### config.mk
export PLATFORM = sky130hd
export DESIGN_NAME = muldiv_ctrl_flat
export DESIGN_NICKNAME = d
export VERILOG_FILES = /design/src/rtl/muldiv_pkg.sv /design/src/rtl/muldiv_if.sv /design/src/rtl/muldiv_dp.sv /design/src/rtl/muldiv_ctrl.sv /design/src/flat_wrapper.sv
export SDC_FILE = /design/constraint.sdc
export NUM_CORES = 1
export LEC_CHECK = 0
export ABC_AREA = 1
export CAP_MARGIN = 15
export CORE_ASPECT_RATIO = 0.8
export CORE_MARGIN = 1.5
export CORE_UTILIZATION = 40
export CTS_BUF_LIST = sky130_fd_sc_hd__clkbuf_4 sky130_fd_sc_hd__clkbuf_8 sky130_fd_sc_hd__clkbuf_16
export DETAILED_ROUTE_END_ITERATION = 10
export PLACE_DENSITY = 0.69
export RECOVER_POWER = 50
export SLEW_MARGIN = 20
export SYNTH_ARGS = -nofsm -noshare
export SYNTH_HDL_FRONTEND = slang
export SYNTH_SLANG_ARGS = --single-unit
### constraint.sdc
create_clock -name clk -period 6.5 [get_ports clk]
set_input_delay 0.975 -clock clk [delete_from_list [all_inputs] [get_ports clk]]
set_output_delay 0.975 -clock clk [all_outputs]
set_load 0.03 [all_outputs]
### src/rtl/muldiv_pkg.sv
// Shared types and constants for the RV32M multiply/divide unit.
// The funct3 encodings and their signedness rules live here so every file agrees.
package muldiv_pkg;

  localparam int XLEN_DEF = 32;
  localparam int CNTW_DEF = 5;

  typedef enum logic [1:0] {
    ST_IDLE = 2'd0,
    ST_CALC = 2'd1,
    ST_DONE = 2'd2
  } md_state_t;

  localparam logic [2:0] MD_MUL    = 3'b000;
  localparam logic [2:0] MD_MULH   = 3'b001;
  localparam logic [2:0] MD_MULHSU = 3'b010;
  localparam logic [2:0] MD_MULHU  = 3'b011;
  localparam logic [2:0] MD_DIV    = 3'b100;
  localparam logic [2:0] MD_DIVU   = 3'b101;
  localparam logic [2:0] MD_REM    = 3'b110;
  localparam logic [2:0] MD_REMU   = 3'b111;

  function automatic logic op_is_div(input logic [2:0] op);
    return (op == MD_DIV) || (op == MD_DIVU) || (op == MD_REM) || (op == MD_REMU);
  endfunction

  function automatic logic op_is_rem(input logic [2:0] op);
    return (op == MD_REM) || (op == MD_REMU);
  endfunction

  // mulhsu is the only op whose operands differ in signedness
  function automatic logic op_a_signed(input logic [2:0] op);
    return (op == MD_MUL) || (op == MD_MULH) || (op == MD_MULHSU) ||
           (op == MD_DIV) || (op == MD_REM);
  endfunction

  function automatic logic op_b_signed(input logic [2:0] op);
    return (op == MD_MUL) || (op == MD_MULH) || (op == MD_DIV) || (op == MD_REM);
  endfunction

endpackage

### src/rtl/muldiv_if.sv
// Execute-stage request/response bundle between the pipeline and the M-extension unit.
interface muldiv_if import muldiv_pkg::*; #(
  parameter int XLEN = XLEN_DEF
);
  logic            StartE;
  logic [2:0]      MdOpE;
  logic [XLEN-1:0] SrcAE;
  logic [XLEN-1:0] SrcBE;
  logic            FlushE;
  logic            StallMD;
  logic            BusyE;
  logic            MdDoneE;
  logic [XLEN-1:0] MdResultE;

  modport master (
    output StartE, MdOpE, SrcAE, SrcBE, FlushE,
    input  StallMD, BusyE, MdDoneE, MdResultE
  );

  modport slave (
    input  StartE, MdOpE, SrcAE, SrcBE, FlushE,
    output StallMD, BusyE, MdDoneE, MdResultE
  );
endinterface

### src/rtl/muldiv_dp.sv
// Radix-2 iterative datapath: shift-add multiply and restoring divide on operand
// magnitudes, with one shared adder/subtractor and sign fix-up into the result register.
module muldiv_dp import muldiv_pkg::*; #(
  parameter int XLEN = XLEN_DEF
) (
  input  logic            clk,
  input  logic            rst_n,
  input  logic            load,
  input  logic            step,
  input  logic            finish,
  input  logic            spec_load,
  input  logic [2:0]      op,
  input  logic [XLEN-1:0] src_a,
  input  logic [XLEN-1:0] src_b,
  input  logic [XLEN-1:0] spec_val,
  output logic [XLEN-1:0] result
);

  logic [2:0]      op_reg;
  logic            neg_reg;
  logic [XLEN-1:0] opnd_reg;
  logic [XLEN-1:0] acc_reg;
  logic [XLEN-1:0] sh_reg;
  logic [XLEN-1:0] result_reg;

  logic            a_neg, b_neg;
  logic [XLEN-1:0] a_mag, b_mag;

  logic            div_mode;
  logic [XLEN:0]   add_x, add_y;
  logic [XLEN+1:0] add_sum;
  logic [XLEN-1:0] acc_next, sh_next;

  logic [2*XLEN-1:0] prod, prod_fix;
  logic [XLEN-1:0]   quot_fix, rem_fix, result_next;

  assign a_neg = op_a_signed(op) & src_a[XLEN-1];
  assign b_neg = op_b_signed(op) & src_b[XLEN-1];
  assign a_mag = a_neg ? -src_a : src_a;
  assign b_mag = b_neg ? -src_b : src_b;

  // Divide: opnd holds the divisor, sh shifts the dividend out and the quotient in.
  // Multiply: opnd holds the multiplicand, sh shifts the multiplier out and the low product in.
  assign div_mode = op_is_div(op_reg);
  assign add_x    = div_mode ? {acc_reg, sh_reg[XLEN-1]} : {1'b0, acc_reg};
  assign add_y    = {1'b0, opnd_reg};
  assign add_sum  = {1'b0, add_x} + {1'b0, (div_mode ? ~add_y : add_y)}
                  + {{(XLEN+1){1'b0}}, div_mode};

  always_comb begin
    acc_next = acc_reg;
    sh_next  = sh_reg;
    if (div_mode) begin
      // top carry set means the trial subtraction did not borrow
      acc_next = add_sum[XLEN+1] ? add_sum[XLEN-1:0] : add_x[XLEN-1:0];
      sh_next  = {sh_reg[XLEN-2:0], add_sum[XLEN+1]};
    end else if (sh_reg[0]) begin
      acc_next = add_sum[XLEN:1];
      sh_next  = {add_sum[0], sh_reg[XLEN-1:1]};
    end else begin
      acc_next = {1'b0, acc_reg[XLEN-1:1]};
      sh_next  = {acc_reg[0], sh_reg[XLEN-1:1]};
    end
  end

  // Result is taken from the post-step values so the final step and the fix-up share one edge
  assign prod     = {acc_next, sh_next};
  assign prod_fix = neg_reg ? -prod : prod;
  assign quot_fix = neg_reg ? -sh_next : sh_next;
  assign rem_fix  = neg_reg ? -acc_next : acc_next;

  always_comb begin
    result_next = rem_fix;
    case (op_reg)
      MD_MUL:                       result_next = prod_fix[XLEN-1:0];
      MD_MULH, MD_MULHSU, MD_MULHU: result_next = prod_fix[2*XLEN-1:XLEN];
      MD_DIV, MD_DIVU:              result_next = quot_fix;
      default:                      result_next = rem_fix;
    endcase
  end

  always_ff @(posedge clk or negedge rst_n) begin
    if (!rst_n) begin
      op_reg     <= '0;
      neg_reg    <= 1'b0;
      opnd_reg   <= '0;
      acc_reg    <= '0;
      sh_reg     <= '0;
      result_reg <= '0;
    end else begin
      if (load) begin
        op_reg   <= op;
        neg_reg  <= op_is_rem(op) ? a_neg : (a_neg ^ b_neg);
        opnd_reg <= op_is_div(op) ? b_mag : a_mag;
        sh_reg   <= op_is_div(op) ? a_mag : b_mag;
        acc_reg  <= '0;
      end else if (step) begin
        acc_reg  <= acc_next;
        sh_reg   <= sh_next;
      end
      if (spec_load) begin
        result_reg <= spec_val;
      end else if (finish) begin
        result_reg <= result_next;
      end
    end
  end

  assign result = result_reg;

endmodule

### src/rtl/muldiv_ctrl.sv
// M-extension sequencer: IDLE/CALC/DONE FSM, iteration counter, divide special-case
// short-cut and the pipeline stall, driving the muldiv_dp datapath.
module muldiv_ctrl import muldiv_pkg::*; #(
  parameter int XLEN = XLEN_DEF,
  parameter int CNTW = CNTW_DEF
) (
  input logic     clk,
  input logic     rst_n,
  muldiv_if.slave md
);

  localparam logic [CNTW-1:0] CNT_LAST = CNTW'(XLEN - 1);
  localparam logic [XLEN-1:0] INT_MIN  = {1'b1, {(XLEN-1){1'b0}}};

  md_state_t       state_reg, state_next;
  logic [CNTW-1:0] cnt_reg, cnt_next;

  logic            accept;
  logic            div_zero, div_ovf, special;
  logic [XLEN-1:0] spec_val;
  logic            dp_load, dp_step, dp_finish, dp_spec;
  logic [XLEN-1:0] dp_result;

  assign accept   = md.StartE & ~md.FlushE;
  assign div_zero = op_is_div(md.MdOpE) && (md.SrcBE == '0);
  assign div_ovf  = op_is_div(md.MdOpE) && op_b_signed(md.MdOpE) &&
                    (md.SrcAE == INT_MIN) && (md.SrcBE == '1);
  assign special  = div_zero | div_ovf;

  // Both short-cut results are fixed by the ISA and need no iteration
  always_comb begin
    spec_val = '0;
    if (div_zero) begin
      spec_val = op_is_rem(md.MdOpE) ? md.SrcAE : '1;
    end else begin
      spec_val = op_is_rem(md.MdOpE) ? '0 : md.SrcAE;
    end
  end

  always_ff @(posedge clk or negedge rst_n) begin
    if (!rst_n) begin
      state_reg <= ST_IDLE;
      cnt_reg   <= '0;
    end else begin
      state_reg <= state_next;
      cnt_reg   <= cnt_next;
    end
  end

  always_comb begin
    state_next = state_reg;
    cnt_next   = cnt_reg;
    dp_load    = 1'b0;
    dp_step    = 1'b0;
    dp_finish  = 1'b0;
    dp_spec    = 1'b0;
    case (state_reg)
      ST_IDLE: begin
        if (accept) begin
          dp_load  = 1'b1;
          cnt_next = '0;
          if (special) begin
            dp_spec    = 1'b1;
            state_next = ST_DONE;
          end else begin
            state_next = ST_CALC;
          end
        end
      end
      ST_CALC: begin
        if (md.FlushE) begin
          state_next = ST_IDLE;
        end else begin
          dp_step  = 1'b1;
          cnt_next = cnt_reg + 1'b1;
          if (cnt_reg == CNT_LAST) begin
            dp_finish  = 1'b1;
            state_next = ST_DONE;
          end
        end
      end
      ST_DONE: state_next = ST_IDLE;
      default: state_next = ST_IDLE;
    endcase
  end

  muldiv_dp #(.XLEN(XLEN)) u_dp (
    .clk      (clk),
    .rst_n    (rst_n),
    .load     (dp_load),
    .step     (dp_step),
    .finish   (dp_finish),
    .spec_load(dp_spec),
    .op       (md.MdOpE),
    .src_a    (md.SrcAE),
    .src_b    (md.SrcBE),
    .spec_val (spec_val),
    .result   (dp_result)
  );

  // Stall drops in DONE so the instruction leaves Execute with its result
  assign md.StallMD   = ((state_reg == ST_IDLE) && accept) || (state_reg == ST_CALC);
  assign md.BusyE     = (state_reg == ST_CALC) || (state_reg == ST_DONE);
  assign md.MdDoneE   = (state_reg == ST_DONE);
  assign md.MdResultE = dp_result;

endmodule

### src/flat_wrapper.sv
// flat-port wrapper written by rule: the top's interface ports become plain ports
module muldiv_ctrl_flat import muldiv_pkg::*;
#(
  parameter int XLEN = XLEN_DEF,
  parameter int CNTW = CNTW_DEF
)
  (clk, rst_n, md_StartE, md_MdOpE, md_SrcAE, md_SrcBE, md_FlushE, md_StallMD, md_BusyE, md_MdDoneE, md_MdResultE);
  muldiv_if #(.XLEN(XLEN)) md_i ();
  input logic clk;
  input logic rst_n;
  input wire logic [$bits(md_i.StartE)-1:0] md_StartE;
  input wire logic [$bits(md_i.MdOpE)-1:0] md_MdOpE;
  input wire logic [$bits(md_i.SrcAE)-1:0] md_SrcAE;
  input wire logic [$bits(md_i.SrcBE)-1:0] md_SrcBE;
  input wire logic [$bits(md_i.FlushE)-1:0] md_FlushE;
  output wire logic [$bits(md_i.StallMD)-1:0] md_StallMD;
  output wire logic [$bits(md_i.BusyE)-1:0] md_BusyE;
  output wire logic [$bits(md_i.MdDoneE)-1:0] md_MdDoneE;
  output wire logic [$bits(md_i.MdResultE)-1:0] md_MdResultE;
  assign md_i.StartE = md_StartE;
  assign md_i.MdOpE = md_MdOpE;
  assign md_i.SrcAE = md_SrcAE;
  assign md_i.SrcBE = md_SrcBE;
  assign md_i.FlushE = md_FlushE;
  assign md_StallMD = md_i.StallMD;
  assign md_BusyE = md_i.BusyE;
  assign md_MdDoneE = md_i.MdDoneE;
  assign md_MdResultE = md_i.MdResultE;
  muldiv_ctrl #(.XLEN(XLEN), .CNTW(CNTW)) u_core (.clk(clk), .rst_n(rst_n), .md(md_i));
endmodule
* Word-level counts from Yosys, hierarchy flattened
Cells that the tools add are included.
** Operators by class
- Equality and inequality tests :: 21
- Shift operators :: 0
- Reductions and logical operators :: 31
- Add/sub/neg operators :: 8
- $mul :: 0
- Order comparisons :: 0
- Div/mod/pow operators :: 0
- Muxes and demuxes :: 43
- Bitwise operators :: 7
** Operators with widths (count)
- $mux 32 :: 20
- $neg 32->32 :: 4
- $pmux 32 s3 :: 1
- $mux 33 :: 2
- $eq 32x32->1 const B :: 2
- $mux 64 :: 1
- $neg 64->64 :: 1
- $add 33x33->34 :: 1
- $add 34x1->34 :: 1
- $not 32->33 :: 1
- $logic_not 32->1 :: 1
- $eq 3x3->1 const B :: 8
- $logic_or 1x1->1 :: 15
- $mux 1 :: 11
- $mux 5 :: 2
- $pmux 5 s2 :: 1
- $eq 3x2->1 const B :: 3
- $mux 2 :: 4
- $eq 3x1->1 const B :: 2
- $logic_not 3->1 :: 2
- $reduce_bool 2->1 :: 3
- $add 5x1->5 const B :: 1
- $eq 5x5->1 const B :: 1
- $logic_and 1x1->1 :: 5
- other kinds (15) :: 17
** Word-level totals
- Register bits :: 139
- Input port bits :: 71
- Memory bits (read-only) :: 0
- Bits in writable memories :: 0
- Latch bits :: 0
- Memories kept :: 0

* Depth between registers and ports, before layout
- Depth in word-level cells :: 14
- Depth in mapped cells :: 40
- Depth with buffers taken out :: 35

* Modules after synthesis
From an unflattened synthesis, not the netlist that was laid out.
** Second synthesis, totals
- Cell total of the unflattened synthesis :: 2751
- Area, all modules :: 16079.2 um^2
** Modules (own cells, without submodules)
- muldiv_dp :: instances 1, cells an instance 2569, area each 14929.3 um^2
- muldiv_ctrl :: instances 1, cells an instance 182, area each 1149.9 um^2

* Worst setup path before layout
OpenSTA, ideal clock, no wires.
- Path type :: register -> register
- Start point :: reg u_core.u_dp.op_reg[2]
- End point :: reg u_core.u_dp.result_reg[14] (netlist: u_core.u_dp.result[14])
- Arrival time :: 4875 ps
- Stages on the path, launching flop included :: 37
- Setup time :: 121 ps
- Required time :: 6379 ps
- Clock period less this slack :: 4997 ps
- Path slack :: 1503 ps
- Path through :: dfrtp_1 -> buf_6 -> buf_4 -> buf_4 -> buf_2 -> buf_2 -> buf_2 -> buf_2 -> buf_2 -> xor2_1 -> ha_1 -> nand2_2 -> inv_1 -> nand2_1 -> nand2_1 -> inv_1 -> nand2_1 -> a21oi_2 -> nand4_1 -> inv_1 -> ha_1 -> nand3_1 -> nor2_1 -> nand2_1 -> nor2_1 -> nand3_1 -> or2_1 -> nor2_2 -> nor2_4 -> nor2_4 -> nand2_2 -> nor2_4 -> nand2_1 -> nand3_1 -> o21ai_1 -> o21bai_1 -> nand2_1
** On the way
- Word-level cells in the longest chain between the ends :: 14
** RTL lines
- from (decl) :: line muldiv_dp.sv:19 : logic [2:0] op_reg;
- from (signal assigned) :: line muldiv_dp.sv:92 : op_reg <= op;
- $eq 3x3->1 :: line muldiv_pkg.sv:24, muldiv_dp.sv:74
- $logic_or 1x1->1 (3 in series) :: line muldiv_pkg.sv:24 : return (op == MD_DIV) || (op == MD_DIVU) || (op == MD_REM) || (op == MD_REMU);
- $mux 33 (on tied branches) :: line muldiv_dp.sv:45, muldiv_dp.sv:47
- $add 33x33->34 :: line muldiv_dp.sv:47 : assign add_sum = {1'b0, add_x} + {1'b0, (div_mode ? ~add_y : add_y)}
- $add 34x1->34 :: line muldiv_dp.sv:48 : + {{(XLEN+1){1'b0}}, div_mode};
- $mux 32 (on tied branches) :: line muldiv_dp.sv:57, muldiv_dp.sv:55
- $mux 32 :: line muldiv_dp.sv:53 : if (div_mode) begin
- $neg 64->64 or $neg 32->32 (tied branches) :: line muldiv_dp.sv:68, muldiv_dp.sv:70
- $mux 64 or $mux 32 (tied branches) :: line muldiv_dp.sv:68, muldiv_dp.sv:70
- $pmux 32 s3 (*) :: line muldiv_dp.sv:74 : case (op_reg)
- $mux 32 (*) :: line muldiv_dp.sv:103 : end else if (finish) begin
- $mux 32 (*) :: line muldiv_dp.sv:101 : if (spec_load) begin
- to (signal assigned) :: line muldiv_dp.sv:102 : result_reg <= spec_val;
- to (signal assigned) :: line muldiv_dp.sv:104 : result_reg <= result_next;
- to (decl) :: line muldiv_dp.sv:24 : logic [XLEN-1:0] result_reg;
Every way passes the cells marked *; elsewhere a longest branch is shown, timed or not. The select of a mux whose other input is x is not followed.
A chain may end at the register's enable or synchronous reset.

* Worst setup path in the final report
- Start point :: reg u_core.u_dp.op_reg[2]
- End point :: reg u_core.u_dp.result_reg[12] (netlist: u_core.u_dp.result[12])
The elaborated chain is that of the path after synthesis.

==> flow_summary.toml <==
[floorplan]
ios = 106
die_w_um = 227
start_util_pct = 40.7
num_rows = 65
die_y_um = 182
dieArea_mm2 = 0.0415
coreArea_mm2 = 0.0395

[clock_network]
clkLatencyLatePin_ns = 0.45
cts_sinks = 139
htreeDepth = 4
cts_tree = "done"
cts_setup_buffers = 0
ctsHoldBuffers = 0
root_buffer = "clkbuf_16"
clk_pin_slew_worst_paths_ns = 0.06
cts_made_buffers = 17
ctsResizeCount = 0
clk_path_buf_depth = 2

[critical_path]
end_kind = "flip-flop"
max_stage_delay_ns = 0.86
cp-start-kind = "flip-flop"
worstPathMaxFanout = 67
cp.buffers_inverters = 4
worstPathArrival_ns = 6.21
cp_slowest_cell = "dfrtp_4"
worstSetupPathType = "flip-flop to flip-flop"
crit_top_cell = "nand2_1"
worstPathRequired_ns = 6.84
crit_family = "simple AND/OR/NAND/NOR gates"

[run_status]
status = "finished with violations"
violations = "max-capacitance violations, max-slew violations"

[synthesis]
ys_ff_latch = 139
ys_seq_area_share_pct = 21.6
postSynthAreaPerCell_um2 = 5.81
syn_nets = 2884
synth_ff_type = "dfrtp_1"
syn_inst = 2771
synthDistinctLibCells = 57
ys_warn_count = 0
synth_edf_count = 0
ys_async_sr_fraction_pct = 100
syn_area_mm2 = 0.0161

[timing]
final_hold_viol_count = 0
finalSetupTns_ns = 0
period_share_pct = 90.4
setup_viol = 0
fin_hold_ws_ns = 0.477
fmax_ghz = 0.170
slew_headroom_pct = -98.3
worst_clock_skew_ns = 0.0109
tightest_slew_ns = 2.97
rsz0062_at_grt = "false"
slew_viol_final = 51
period_needed_ns = 5.88

[route]
post-route-drc-count = 0
wl_per_cell_um = 20.9
via_per_inst = 5.69
drt_iter0_markers = 2542
drt-pass1-iter-count = 6
wirelength_mm = 70.6
ant_nets = 0
num_vias = 19192

[hold_path]
min_path_type = "flip-flop to flip-flop"

[global_routing]
grt_usage_pct = 33.8
antenna_found_initial = 3
grt_pass1_vias = 17663
globalRouteOverflowTotal = 0
grt_max_degree = 91
grt_pass1_wl_mm = 106

[layout]
synthToLayoutAreaGrowth_pct = 13.3
post_layout_nonfiller_instances = 3372
diodes = 0
layout.nets = 2937
layout-drive-gt1-share_pct = 5.47

[flow_run]
max-cap-violations = 1

[placed_design]
placed_cells = 3341
dp_hpwl_mm = 56.6
place_congestion = 1.01
io_buffers = 105
## worst min-delay path: stages, from the launching register on
cell and delay [ns]:
dfrtp_1 0.34, nand2_1 0.05, nand2_1 0.06
## kinds of logic after synthesis
group,Yosys count,synth area share [%]
AOI/OAI and AO/OA,437,15.8
xor gates and xnor gates,116,6.31
adders and majority gates,42,3.31
buffers and inverters,520,12.7
DFF,139,21.6
muxes,1,0.0700
and+or+nand+nor,1516,40.2
## cells in the final DEF (no fill, tap or decap), drive strengths merged, types with 4 or more instances in the layout
| cell | count |
|---|---|
| nand2 | 902 |
| inv | 409 |
| nor2 | 291 |
| o21ai | 226 |
| nand3 | 209 |
| dfrtp | 139 |
| clkdlybuf4s50 | 87 |
| xor2 | 86 |
| a21oi | 78 |
| nand4 | 57 |
| ha | 41 |
| buf | 39 |
| o22ai | 36 |
| o221ai | 35 |
| xnor2 | 30 |
| nor3 | 26 |
| clkbuf | 23 |
| o211ai | 22 |
| dlygate4sd3 | 17 |
| a31oi | 8 |
| nand3b | 8 |
| nor4 | 8 |
| o31ai | 8 |
| clkinv | 7 |
| o21bai | 6 |
| and2 | 6 |
| a22oi | 4 |
| or2 | 4 |
## path summary, 6_finish.rpt
| check | startpoint | to | slack (ns) | cells past startpoint |
|---|---|---|---|---|
| worst max-delay path | u_core.u_dp.op_reg[2] | u_core.u_dp.result[12] | 0.62 | 32 |
| worst min-delay path | u_core.u_dp.result[21] | u_core.u_dp.result[21] | 0.48 | 2 |
| worst max register to register | u_core.u_dp.op_reg[2] | u_core.u_dp.result[12] | 0.62 | 32 |
| worst min register to register | u_core.u_dp.result[21] | u_core.u_dp.result[21] | 0.48 | 2 |
| max in group asynchronous | rst_n | u_core.u_dp.result[2] | 2.61 | 2 |
| min in group asynchronous | rst_n | u_core.u_dp.acc_reg[31] | 0.55 | 1 |
## per-stage QoR
stage / cell area, µm² / setup slack (ns) / util [%]
after detailed placement: 17600 / 0.781 / 44.6
after floorplan: 16100 / 1.50 / -
final: 18200 / 0.623 / 46.2
after CTS: 18200 / 0.767 / 46.2
after global placement: 17600 / 0.902 / 44.6
after global routing: 18200 / 0.146 / 46.2
## synth_stat cells (31+ instances only)
library cell	count	area [µm²]
a21oi_1	76	380
buf_2	31	155
clkbuf_1	65	244
dfrtp_1	139	3480
ha_1	41	513
inv_1	399	1500
nand2_1	875	3280
nand3_1	207	1040
nand4_1	57	357
nor2_1	260	976
o21ai_0	187	936
o21ai_1	36	180
o221ai_1	35	307
o22ai_1	36	225
xor2_1	86	753
## routing by layer
| metal | part of all wire (%) | track usage [%] | wire [µm] | vias to the layer above |
|---|---|---|---|---|
| li1 | - | - | - | 9022 |
| met1 | 44 | 47.2 | 30700 | 8989 |
| met2 | 43 | 52.2 | 30500 | 1037 |
| met3 | 9.3 | 5.78 | 6580 | 142 |
| met4 | 3.9 | 11.8 | 2730 | 2 |
| met5 | 0.028 | 0 | 20 | - |
## final cells by class
cell class,count,area [µm²]
Tap cell,536,671
Clock inverter,9,135
Fill cell,4316,21300
Clock buffer,22,488
Multi-Input combinational cell,2112,10600
Sequential cell,139,3480
Inverter,410,1540
Timing Repair Buffer,144,1350
Power is left out: the tool's default activity adds up to more than one toggle a clock period on the data nets, which glitch-free logic cannot reach.
